File: src/rtl/fb_slave_tx_statem_if.sv
// Outbound FreeDM slave transmit port bundle: frame request, FWFT payload source and PHY nibble side.
// TxCrcErr exists only when FB_TX_CRC_INJECT_EN is defined.
interface fb_slave_tx_statem_if;
  // Handshakes: TxStart is accepted only at an edge where the framer is idle and TxAbort is low.
  // TxType and TxNibLen are captured at that same edge. TxNibRd is a consume strobe on an
  // always-ready FWFT source, so TxData must be valid in every cycle that TxNibRd is high.
  // TxBusy is high from the accepted start through the end of the gap.
  logic        TxStart;
  logic [2:0]  TxType;
  logic [11:0] TxNibLen;
  logic        TxAbort;
  logic [3:0]  TxData;
  logic        TxNibRd;
  logic [3:0]  MTxD;
  logic        MTxEn;
  logic        TxBusy;
  logic        TxDone;
  logic [5:0]  state_dbg;
`ifdef FB_TX_CRC_INJECT_EN
  logic        TxCrcErr;
`endif

  modport master (
    output TxStart, TxType, TxNibLen, TxAbort, TxData,
`ifdef FB_TX_CRC_INJECT_EN
    output TxCrcErr,
`endif
    input  TxNibRd, MTxD, MTxEn, TxBusy, TxDone, state_dbg
  );

  modport slave (
    input  TxStart, TxType, TxNibLen, TxAbort, TxData,
`ifdef FB_TX_CRC_INJECT_EN
    input  TxCrcErr,
`endif
    output TxNibRd, MTxD, MTxEn, TxBusy, TxDone, state_dbg
  );
endinterface

File: src/rtl/fb_slave_tx_statem.sv
// FreeDM slave transmit framer: preamble, SoC, FWFT payload, CRC-8 (0x07), inter-frame gap.
// Optional macro FB_TX_CRC_INJECT_EN adds TxCrcErr to invert both transmitted CRC nibbles.
module fb_slave_tx_statem #(
  parameter int unsigned PREAMBLE_NIBS = 7,
  parameter int unsigned IFG_NIBS      = 4,
  parameter logic [3:0]  SOC_DATA      = 4'hD,
  parameter logic [3:0]  SOC_NUMB      = 4'h9,
  parameter logic [3:0]  SOC_DIST      = 4'hB,
  parameter logic [3:0]  SOC_DELAY     = 4'h7,
  parameter logic [3:0]  SOC_DELAYDIST = 4'h3
) (
  input logic                 MRxClk,
  input logic                 Reset,
  fb_slave_tx_statem_if.slave bus
);

  typedef enum logic [5:0] {
    S_IDLE = 6'b000001,
    S_PRE  = 6'b000010,
    S_SOC  = 6'b000100,
    S_DATA = 6'b001000,
    S_CRC  = 6'b010000,
    S_IFG  = 6'b100000
  } state_t;

  localparam logic [11:0] PRE_LOAD = 12'(PREAMBLE_NIBS - 1);
  localparam logic [11:0] IFG_LOAD = 12'(IFG_NIBS - 1);

  state_t      state, state_nxt;
  logic [11:0] cnt, cnt_nxt;
  logic [7:0]  crc, crc_nxt, crc_tx;
  logic [2:0]  type_q, type_nxt;
  logic [11:0] len_q, len_nxt;
  logic [3:0]  mtxd_q, mtxd_nxt, soc_nib;
  logic        mtxen_q, mtxen_nxt;
  logic        busy_q, done_q, done_nxt;
  logic        nib_rd;
  logic        inv_q;

  function automatic logic [7:0] crc8_nib(input logic [7:0] c, input logic [3:0] n);
    logic [7:0] r;
    r = c;
    for (int i = 3; i >= 0; i--) begin
      r = (r[7] ^ n[i]) ? ({r[6:0], 1'b0} ^ 8'h07) : {r[6:0], 1'b0};
    end
    return r;
  endfunction

  always_comb begin
    case (type_q)
      3'd1:    soc_nib = SOC_NUMB;
      3'd2:    soc_nib = SOC_DIST;
      3'd3:    soc_nib = SOC_DELAY;
      3'd4:    soc_nib = SOC_DELAYDIST;
      default: soc_nib = SOC_DATA;
    endcase
  end

`ifdef FB_TX_CRC_INJECT_EN
  logic inv_nxt;
  always_comb inv_nxt = (state == S_SOC && !bus.TxAbort) ? bus.TxCrcErr : inv_q;
  always_ff @(posedge MRxClk or posedge Reset) begin
    if (Reset) inv_q <= 1'b0;
    else       inv_q <= inv_nxt;
  end
`else
  assign inv_q = 1'b0;
`endif

  assign crc_tx = crc ^ {8{inv_q}};

  always_comb begin
    state_nxt = state;
    cnt_nxt   = cnt;
    crc_nxt   = crc;
    type_nxt  = type_q;
    len_nxt   = len_q;
    mtxd_nxt  = 4'h0;
    mtxen_nxt = 1'b0;
    done_nxt  = 1'b0;
    nib_rd    = 1'b0;
    case (state)
      S_IDLE: begin
        if (bus.TxStart && !bus.TxAbort) begin
          state_nxt = S_PRE;
          cnt_nxt   = PRE_LOAD;
          crc_nxt   = 8'h00;
          type_nxt  = (bus.TxType > 3'd4) ? 3'd0 : bus.TxType;
          len_nxt   = bus.TxNibLen;
        end
      end
      S_PRE: begin
        mtxen_nxt = 1'b1;
        mtxd_nxt  = 4'h5;
        if (cnt == 12'd0) state_nxt = S_SOC;
        else              cnt_nxt   = cnt - 12'd1;
      end
      S_SOC: begin
        mtxen_nxt = 1'b1;
        mtxd_nxt  = soc_nib;
        crc_nxt   = crc8_nib(crc, soc_nib);
        // The counter arrives at Crc as 0 either way; bit 0 selects the CRC nibble.
        if (len_q != 12'd0) begin
          state_nxt = S_DATA;
          cnt_nxt   = len_q - 12'd1;
        end else begin
          state_nxt = S_CRC;
          cnt_nxt   = 12'd0;
        end
      end
      S_DATA: begin
        nib_rd    = 1'b1;
        mtxen_nxt = 1'b1;
        mtxd_nxt  = bus.TxData;
        crc_nxt   = crc8_nib(crc, bus.TxData);
        if (cnt == 12'd0) state_nxt = S_CRC;
        else              cnt_nxt   = cnt - 12'd1;
      end
      S_CRC: begin
        mtxen_nxt = 1'b1;
        if (!cnt[0]) begin
          mtxd_nxt = crc_tx[7:4];
          cnt_nxt  = 12'd1;
        end else begin
          mtxd_nxt  = crc_tx[3:0];
          state_nxt = S_IFG;
          cnt_nxt   = IFG_LOAD;
          done_nxt  = 1'b1;
        end
      end
      S_IFG: begin
        if (cnt == 12'd0) state_nxt = S_IDLE;
        else              cnt_nxt   = cnt - 12'd1;
      end
      default: begin
        state_nxt = S_IDLE;
        cnt_nxt   = 12'd0;
      end
    endcase
    // Abort overrides everything outside Idle and restarts a full gap.
    if (state != S_IDLE && bus.TxAbort) begin
      state_nxt = S_IFG;
      cnt_nxt   = IFG_LOAD;
      crc_nxt   = crc;
      mtxd_nxt  = 4'h0;
      mtxen_nxt = 1'b0;
      done_nxt  = 1'b0;
      nib_rd    = 1'b0;
    end
  end

  always_ff @(posedge MRxClk or posedge Reset) begin
    if (Reset) begin
      state   <= S_IDLE;
      cnt     <= 12'd0;
      crc     <= 8'h00;
      type_q  <= 3'd0;
      len_q   <= 12'd0;
      mtxd_q  <= 4'h0;
      mtxen_q <= 1'b0;
      busy_q  <= 1'b0;
      done_q  <= 1'b0;
    end else begin
      state   <= state_nxt;
      cnt     <= cnt_nxt;
      crc     <= crc_nxt;
      type_q  <= type_nxt;
      len_q   <= len_nxt;
      mtxd_q  <= mtxd_nxt;
      mtxen_q <= mtxen_nxt;
      busy_q  <= (state_nxt != S_IDLE);
      done_q  <= done_nxt;
    end
  end

  assign bus.TxNibRd   = nib_rd;
  assign bus.MTxD      = mtxd_q;
  assign bus.MTxEn     = mtxen_q;
  assign bus.TxBusy    = busy_q;
  assign bus.TxDone    = done_q;
  assign bus.state_dbg = state;

endmodule

File: src/flat_wrapper.sv
// flat-port wrapper written by rule: the top's interface ports become plain ports
module fb_slave_tx_statem_flat 
#(
  parameter int unsigned PREAMBLE_NIBS = 7,
  parameter int unsigned IFG_NIBS      = 4,
  parameter logic [3:0]  SOC_DATA      = 4'hD,
  parameter logic [3:0]  SOC_NUMB      = 4'h9,
  parameter logic [3:0]  SOC_DIST      = 4'hB,
  parameter logic [3:0]  SOC_DELAY     = 4'h7,
  parameter logic [3:0]  SOC_DELAYDIST = 4'h3
)
  (MRxClk, Reset, bus_TxStart, bus_TxType, bus_TxNibLen, bus_TxAbort, bus_TxData, bus_TxNibRd, bus_MTxD, bus_MTxEn, bus_TxBusy, bus_TxDone, bus_state_dbg);
  fb_slave_tx_statem_if bus_i ();
  input logic MRxClk;
  input logic Reset;
  input wire logic [$bits(bus_i.TxStart)-1:0] bus_TxStart;
  input wire logic [$bits(bus_i.TxType)-1:0] bus_TxType;
  input wire logic [$bits(bus_i.TxNibLen)-1:0] bus_TxNibLen;
  input wire logic [$bits(bus_i.TxAbort)-1:0] bus_TxAbort;
  input wire logic [$bits(bus_i.TxData)-1:0] bus_TxData;
  output wire logic [$bits(bus_i.TxNibRd)-1:0] bus_TxNibRd;
  output wire logic [$bits(bus_i.MTxD)-1:0] bus_MTxD;
  output wire logic [$bits(bus_i.MTxEn)-1:0] bus_MTxEn;
  output wire logic [$bits(bus_i.TxBusy)-1:0] bus_TxBusy;
  output wire logic [$bits(bus_i.TxDone)-1:0] bus_TxDone;
  output wire logic [$bits(bus_i.state_dbg)-1:0] bus_state_dbg;
  assign bus_i.TxStart = bus_TxStart;
  assign bus_i.TxType = bus_TxType;
  assign bus_i.TxNibLen = bus_TxNibLen;
  assign bus_i.TxAbort = bus_TxAbort;
  assign bus_i.TxData = bus_TxData;
  assign bus_TxNibRd = bus_i.TxNibRd;
  assign bus_MTxD = bus_i.MTxD;
  assign bus_MTxEn = bus_i.MTxEn;
  assign bus_TxBusy = bus_i.TxBusy;
  assign bus_TxDone = bus_i.TxDone;
  assign bus_state_dbg = bus_i.state_dbg;
  fb_slave_tx_statem #(.PREAMBLE_NIBS(PREAMBLE_NIBS), .IFG_NIBS(IFG_NIBS), .SOC_DATA(SOC_DATA), .SOC_NUMB(SOC_NUMB), .SOC_DIST(SOC_DIST), .SOC_DELAY(SOC_DELAY), .SOC_DELAYDIST(SOC_DELAYDIST)) u_core (.MRxClk(MRxClk), .Reset(Reset), .bus(bus_i));
endmodule
File: config.mk
export PLATFORM = sky130hd
export DESIGN_NAME = fb_slave_tx_statem_flat
export DESIGN_NICKNAME = d
export VERILOG_FILES = /design/src/rtl/fb_slave_tx_statem_if.sv /design/src/rtl/fb_slave_tx_statem.sv /design/src/flat_wrapper.sv
export SDC_FILE = /design/constraint.sdc
export NUM_CORES = 1
export LEC_CHECK = 0
export BUFFER_PORTS_ARGS = -buffer_cell sky130_fd_sc_hd__buf_2
export CAP_MARGIN = 20
export CORE_ASPECT_RATIO = 1.4
export CORE_UTILIZATION = 60
export CTS_BUF_LIST = sky130_fd_sc_hd__clkbuf_8
export DETAILED_ROUTE_END_ITERATION = 7
export HOLD_SLACK_MARGIN = 0.15
export PLACE_DENSITY_LB_ADDON = 0.08
export SYNTH_ARGS = -nofsm -noshare
export SYNTH_HDL_FRONTEND = slang
export SYNTH_SLANG_ARGS = --single-unit
File: constraint.sdc
create_clock -name MRxClk -period 3.1 [get_ports MRxClk]
set_input_delay 0.775 -clock MRxClk [delete_from_list [all_inputs] [get_ports MRxClk]]
set_output_delay 0.775 -clock MRxClk [all_outputs]
set_load 0.03 [all_outputs]
=== After elaboration in Yosys (flattened, before gate mapping) ===
Index checks and enable logic that the tools add are counted.

* Bits in registers: 48
* Bits of input ports: 23
* Output and inout port bits: 14

* Add/subtract/negate cells: 2
* Magnitude comparators: 1
* Equal/unequal tests: 15
* Multiplexer cells: 36
* Bitwise logic cells: 16
* Reductions and logical operators: 11

{| class="wikitable"
|+ Operators by type and width
! kind !! number
|-
| 12-bit 2-to-1 mux || 4
|-
| 12-bit case mux with 4 select lines || 1
|-
| 6-bit 2-to-1 mux || 6
|-
| 6-bit case mux with 6 select lines || 1
|-
| 4-bit case mux with 4 select lines || 2
|-
| 3-bit 2-to-1 mux || 9
|-
| 8-bit case mux with 3 select lines || 1
|-
| 12-bit by 1-bit subtractor with 12-bit output (second input constant) || 2
|-
| 3-bit NOT || 7
|-
| 12-bit logical NOT || 1
|-
| 6-bit by 1-bit != test with 1-bit output (second input constant) || 2
|-
| 12-bit nonzero test || 1
|-
| 4-bit 2-to-1 mux || 2
|-
| 8-bit 2-to-1 mux || 1
|-
| 1-bit bitwise XOR || 8
|-
| 1-bit 2-to-1 mux || 7
|-
| 3-bit by 2-bit == test with 1-bit output (second input constant) || 2
|-
| 6-bit by 1-bit == test with 1-bit output (second input constant) || 1
|-
| 6-bit by 2-bit == test with 1-bit output (second input constant) || 1
|-
| 6-bit by 3-bit == test with 1-bit output (second input constant) || 1
|-
| 6-bit by 4-bit == test with 1-bit output (second input constant) || 1
|-
| 6-bit by 5-bit == test with 1-bit output (second input constant) || 1
|-
| 6-bit == test (second input constant) || 1
|-
| 5-bit 2-to-1 mux || 1
|-
| 15 further kinds || 17
|}

=== Longest topological paths before layout ===
* Depth after elaboration: 11
* Depth in mapped cells: 9

=== Worst setup path after synthesis ===
OpenSTA, ideal clock, no wires.

* Path kind: register to output
* Start point: reg u_core.state[0], in the netlist u_core.bus.state_dbg[0]
* End point: out bus_TxNibRd
* Data arrival time: 1.897 ns
* Path slack: 0.428 ns
* Stages on the path, launching flop included: 5
* Path buffers: 1
* Cell sequence: dfstp_2 > buf_2 > nor4b_2 > nand2_1 > a21oi_1

* Longest elaborated chain between the ends: 3
* Elaborated cells between the ends (all ways): 5

{| class="wikitable"
|+ Ends and longest elaborated chain
! item !! RTL line !! text
|-
| start: declaration || fb_slave_tx_statem.sv:29 || <nowiki>state_t state, state_nxt;</nowiki>
|-
| start signal: assignment || fb_slave_tx_statem.sv:164 || <nowiki>state <= state_nxt;</nowiki>
|-
| 6-bit by 4-bit == test with 1-bit output / 6-bit by 1-bit != test with 1-bit output (equally long branches) || fb_slave_tx_statem.sv:82, fb_slave_tx_statem.sv:141 ||
|-
| 1-bit 2-to-1 mux / 1-bit logical AND (equally long branches) || fb_slave_tx_statem.sv:82, fb_slave_tx_statem.sv:141 ||
|-
| 1-bit 2-to-1 mux * || fb_slave_tx_statem.sv:141 || <nowiki>if (state != S_IDLE && bus.TxAbort) begin</nowiki>
|-
| end: declaration || flat_wrapper.sv:21 || <nowiki>output wire logic [$bits(bus_i.TxNibRd)-1:0] bus_TxNibRd;</nowiki>
|}

Every way passes the cells marked *; elsewhere a longest branch is shown, timed or not.

=== Worst setup path in the final report ===
Ends and elaborated chain as after synthesis.

==> impl_metrics.yaml <==
run_status:
  outcome: "complete, no violations"
clock_network:
  cts_tree: "yes"
  clock_latency_ns: 0.30
  root_buffer: "clkbuf_8"
  clk_pin_slew_ns: 0.09
  cts_hold_buffers: 0
  cts_buffer_depth: 2
  htreeDepth: 2
  cts.repair.resized: 0
  cts_setup_buffers: 0
  numCtsBuffers: 5
  cts.sinks: 48
yosys:
  avgSynthCellArea_um2: 9.03
  ys_top_cells_by_count: "47 x dfrtp_1, 40 x nor2_1, 26 x xnor2_1"
  syn-cell-area_um2: 3030
  async_flop_share_pct: 100
  synth_top_area_share_pct: 38.8
  seq_area_frac_synth_pct: 39.6
  yosysWarnings: 0
  ys_seq_elements: 48
  synth_ff_type: "dfrtp_1"
  syn_nets: 361
  synth-edff-count: 0
  synth_area_leaders: "dfrtp_1 39%, xnor2_1 7.5%, mux2_2 5.2%"
  synth.most_common_cell: "dfrtp_1"
  synthCells: 336
  synth_top_area_cell: "dfrtp_1"
  synthDistinctLibCells: 57
global_route:
  grtUsageTotal_pct: 27.7
  antenna_found_initial: 0
  grt_first_pass_wirelength_um: 11600
  grt-ovfl-total: 0
  grt_max_degree: 31
  first_global_vias: 2489
pwr:
  power_frac_comb_pct: 48.8
  p_per_area_nw_per_um2: 867
  p_leak_nw: 1.47
  switching_share_pct: 43.1
  peakVddDrop_mv: 0.538
  clockPowerShare_pct: 13.4
  internal_power_w: 0.00165
  p_sw_w: 0.00125
  seqPwrFrac_pct: 37.8
timing:
  fin_tns_setup_ns: 0
  finClkSkew_ns: 0.00807
  finalCriticalPeriod_ns: 2.80
  min_period_over_period_pct: 90.2
  timing.fmax_mhz: 358
  relSlewSlack_pct: 49.8
  finalSetupViolations: 0
  slew_violations: 0
  hold_violations: 0
  worst_pin_slew_ns: 0.749
  rsz0062_at_grt: "false"
worst_setup_path:
  criticalPathCategory: "flop to primary output"
  crit_path_start_kind: "flop"
  critPathMaxFanout: 10
  worstPathRequired_ns: 2.32
  cp-end-kind: "primary output"
  crit_arrival_ns: 2.02
  cp_slowest_cell: "dfstp_2"
  max_stage_delay_ns: 0.65
  crit_chain: "nor4b_2 -> nand2_1 -> a21oi_1 -> buf_2"
placed_design:
  gp_congestion: 0.861
  port_buffers: 36
  dp_hpwl_um: 5280
  placed_area_um2: 3250
detailed_routing:
  initialDrtViolationCount: 191
  wl_um: 7200
  drc_errors: 0
  first_pass_iters: 4
  routed.top_layer: "met4"
  drtAntennaViolNets: 0
  vias: 2619
  met1_length_um: 2940
  wire_per_inst_um: 16.7
  via_per_inst: 6.06
  route.met3.wl_um: 213
  wl_met2_um: 3900
finish:
  post_route_cells_drive_above_1_share_pct: 20.7
  fin_area_um2: 3340
  fin_nets: 392
  utilization_pct: 69.1
  insertedDiodeCount: 0
  area_growth_syn_to_layout_pct: 10.2
die:
  initial_core_util_pct: 62.7
  rows: 30
  fp.dieW_um: 62.1
  ios: 37
  die_h_um: 86.1
  core_area_um2: 4840
  dieArea_um2: 5350
job:
  drv_cap: 0
worst_hold_path:
  hold_path.class: "input pin to asynchronous set/reset pin"
-- layer usage --
metal  global-route usage, %  up-vias
met5                       0        -
met4                    13.1        0
met1                    31.4     1268
li1                        -     1274
met3                    3.59       13
met2                    51.3       64
-- cells by family (layout without fill, tap and decap cells) --
family	count (synthesis)	in the layout	share of synthesized area [%]
mux	16	16	5.86
fa+ha+maj	2	2	0.825
xor+xnor	36	36	10.4
flops	48	48	39.6
simple gates	115	115	20.1
buf+inv	26	58	3.75
compound gates	93	93	19.5
-- worst paths after layout --
path | from | end | slack, ns | cells after the start
setup / recovery | u_core.bus.state_dbg[0]$_DFF_PP1_ | bus_TxNibRd | 0.30 | 4
max in group asynchronous | Reset | u_core.cnt[7]$_DFFE_PP0P_ | 1.92 | 3
hold / removal | Reset | u_core.bus.TxBusy$_DFF_PP0_ | 0.46 | 2
min in group MRxClk | u_core.cnt[8]$_DFFE_PP0P_ | u_core.cnt[8]$_DFFE_PP0P_ | 0.51 | 1
setup reg to reg | u_core.len_q[0]$_DFFE_PP0P_ | u_core.cnt[8]$_DFFE_PP0P_ | 0.51 | 7
hold reg to reg | u_core.cnt[8]$_DFFE_PP0P_ | u_core.cnt[8]$_DFFE_PP0P_ | 0.51 | 1
-- cells in the final DEF (no fill, tap or decap), types with 3 or more instances in the layout --
cell	netlist	final
dfrtp_1	47	47
nand2_1	22	22
o21ai_1	3	3
buf_2	7	36
o22ai_1	4	4
mux2_2	14	14
o21a_1	3	3
a22o_1	8	8
nor3_1	14	14
nor4_1	3	3
buf_4	2	5
o21ai_0	25	25
nand3_1	7	7
nor2b_1	5	5
a21oi_1	24	24
nor2_1	40	40
inv_1	9	8
o211ai_1	3	3
xor2_1	10	10
clkbuf_8	0	6
xnor2_1	26	26
a22oi_1	5	5
-- critical path: cells and delay by family (launching register included) --
kind / cells / cell delay [ns]
compound gates: 1 / 0.21
buf+inv: 1 / 0.22
simple gates: 2 / 0.64
flops: 1 / 0.65
-- metrics by stage --
stage / hold slack (ns) / std cells / setup WS (ns) / power, W
after floorplan: 0.457 / 336 / 0.428 / 0.00220
after global placement: 0.475 / 424 / 0.641 / 0.00247
after detailed placement: 0.482 / 424 / 0.561 / 0.00250
after CTS: 0.467 / 432 / 0.321 / 0.00290
after global routing: 0.496 / 432 / 0.216 / 0.00311
final: 0.456 / 432 / 0.303 / 0.00290
-- power by group through the flow --
stage                     Combinational (W)  Clock [W]  Sequential [W]
after floorplan                     0.00117          0         0.00103
after global placement              0.00138          0         0.00109
after detailed placement            0.00140          0         0.00110
after CTS                           0.00141   0.000394         0.00109
after global routing                0.00157   0.000414         0.00112
final                               0.00142   0.000389         0.00110
-- area by class of cell --
| type | count | area [um2] |
|---|---|---|
| clock buffer | 6 | 82.6 |
| multi-input combinational | 262 | 1720 |
| clock inverter | 2 | 10.0 |
| inverter | 9 | 33.8 |
| timing repair buffer | 41 | 218 |
| fill | 410 | 1500 |
| tap | 64 | 80.1 |
| sequential | 48 | 1200 |
-- flip-flops by register name, summed over array words and instances (netlist names) --
register and cells:
u_core.len_q 12, u_core.cnt 12, u_core.crc 8, u_core.bus.TxBusy 1, u_core.type_q 3, u_core.bus.state_dbg 6
u_core.bus.TxDone 1, u_core.bus.MTxEn 1, u_core.bus.MTxD 4
Note: power is estimated with default switching activity, not from simulation.
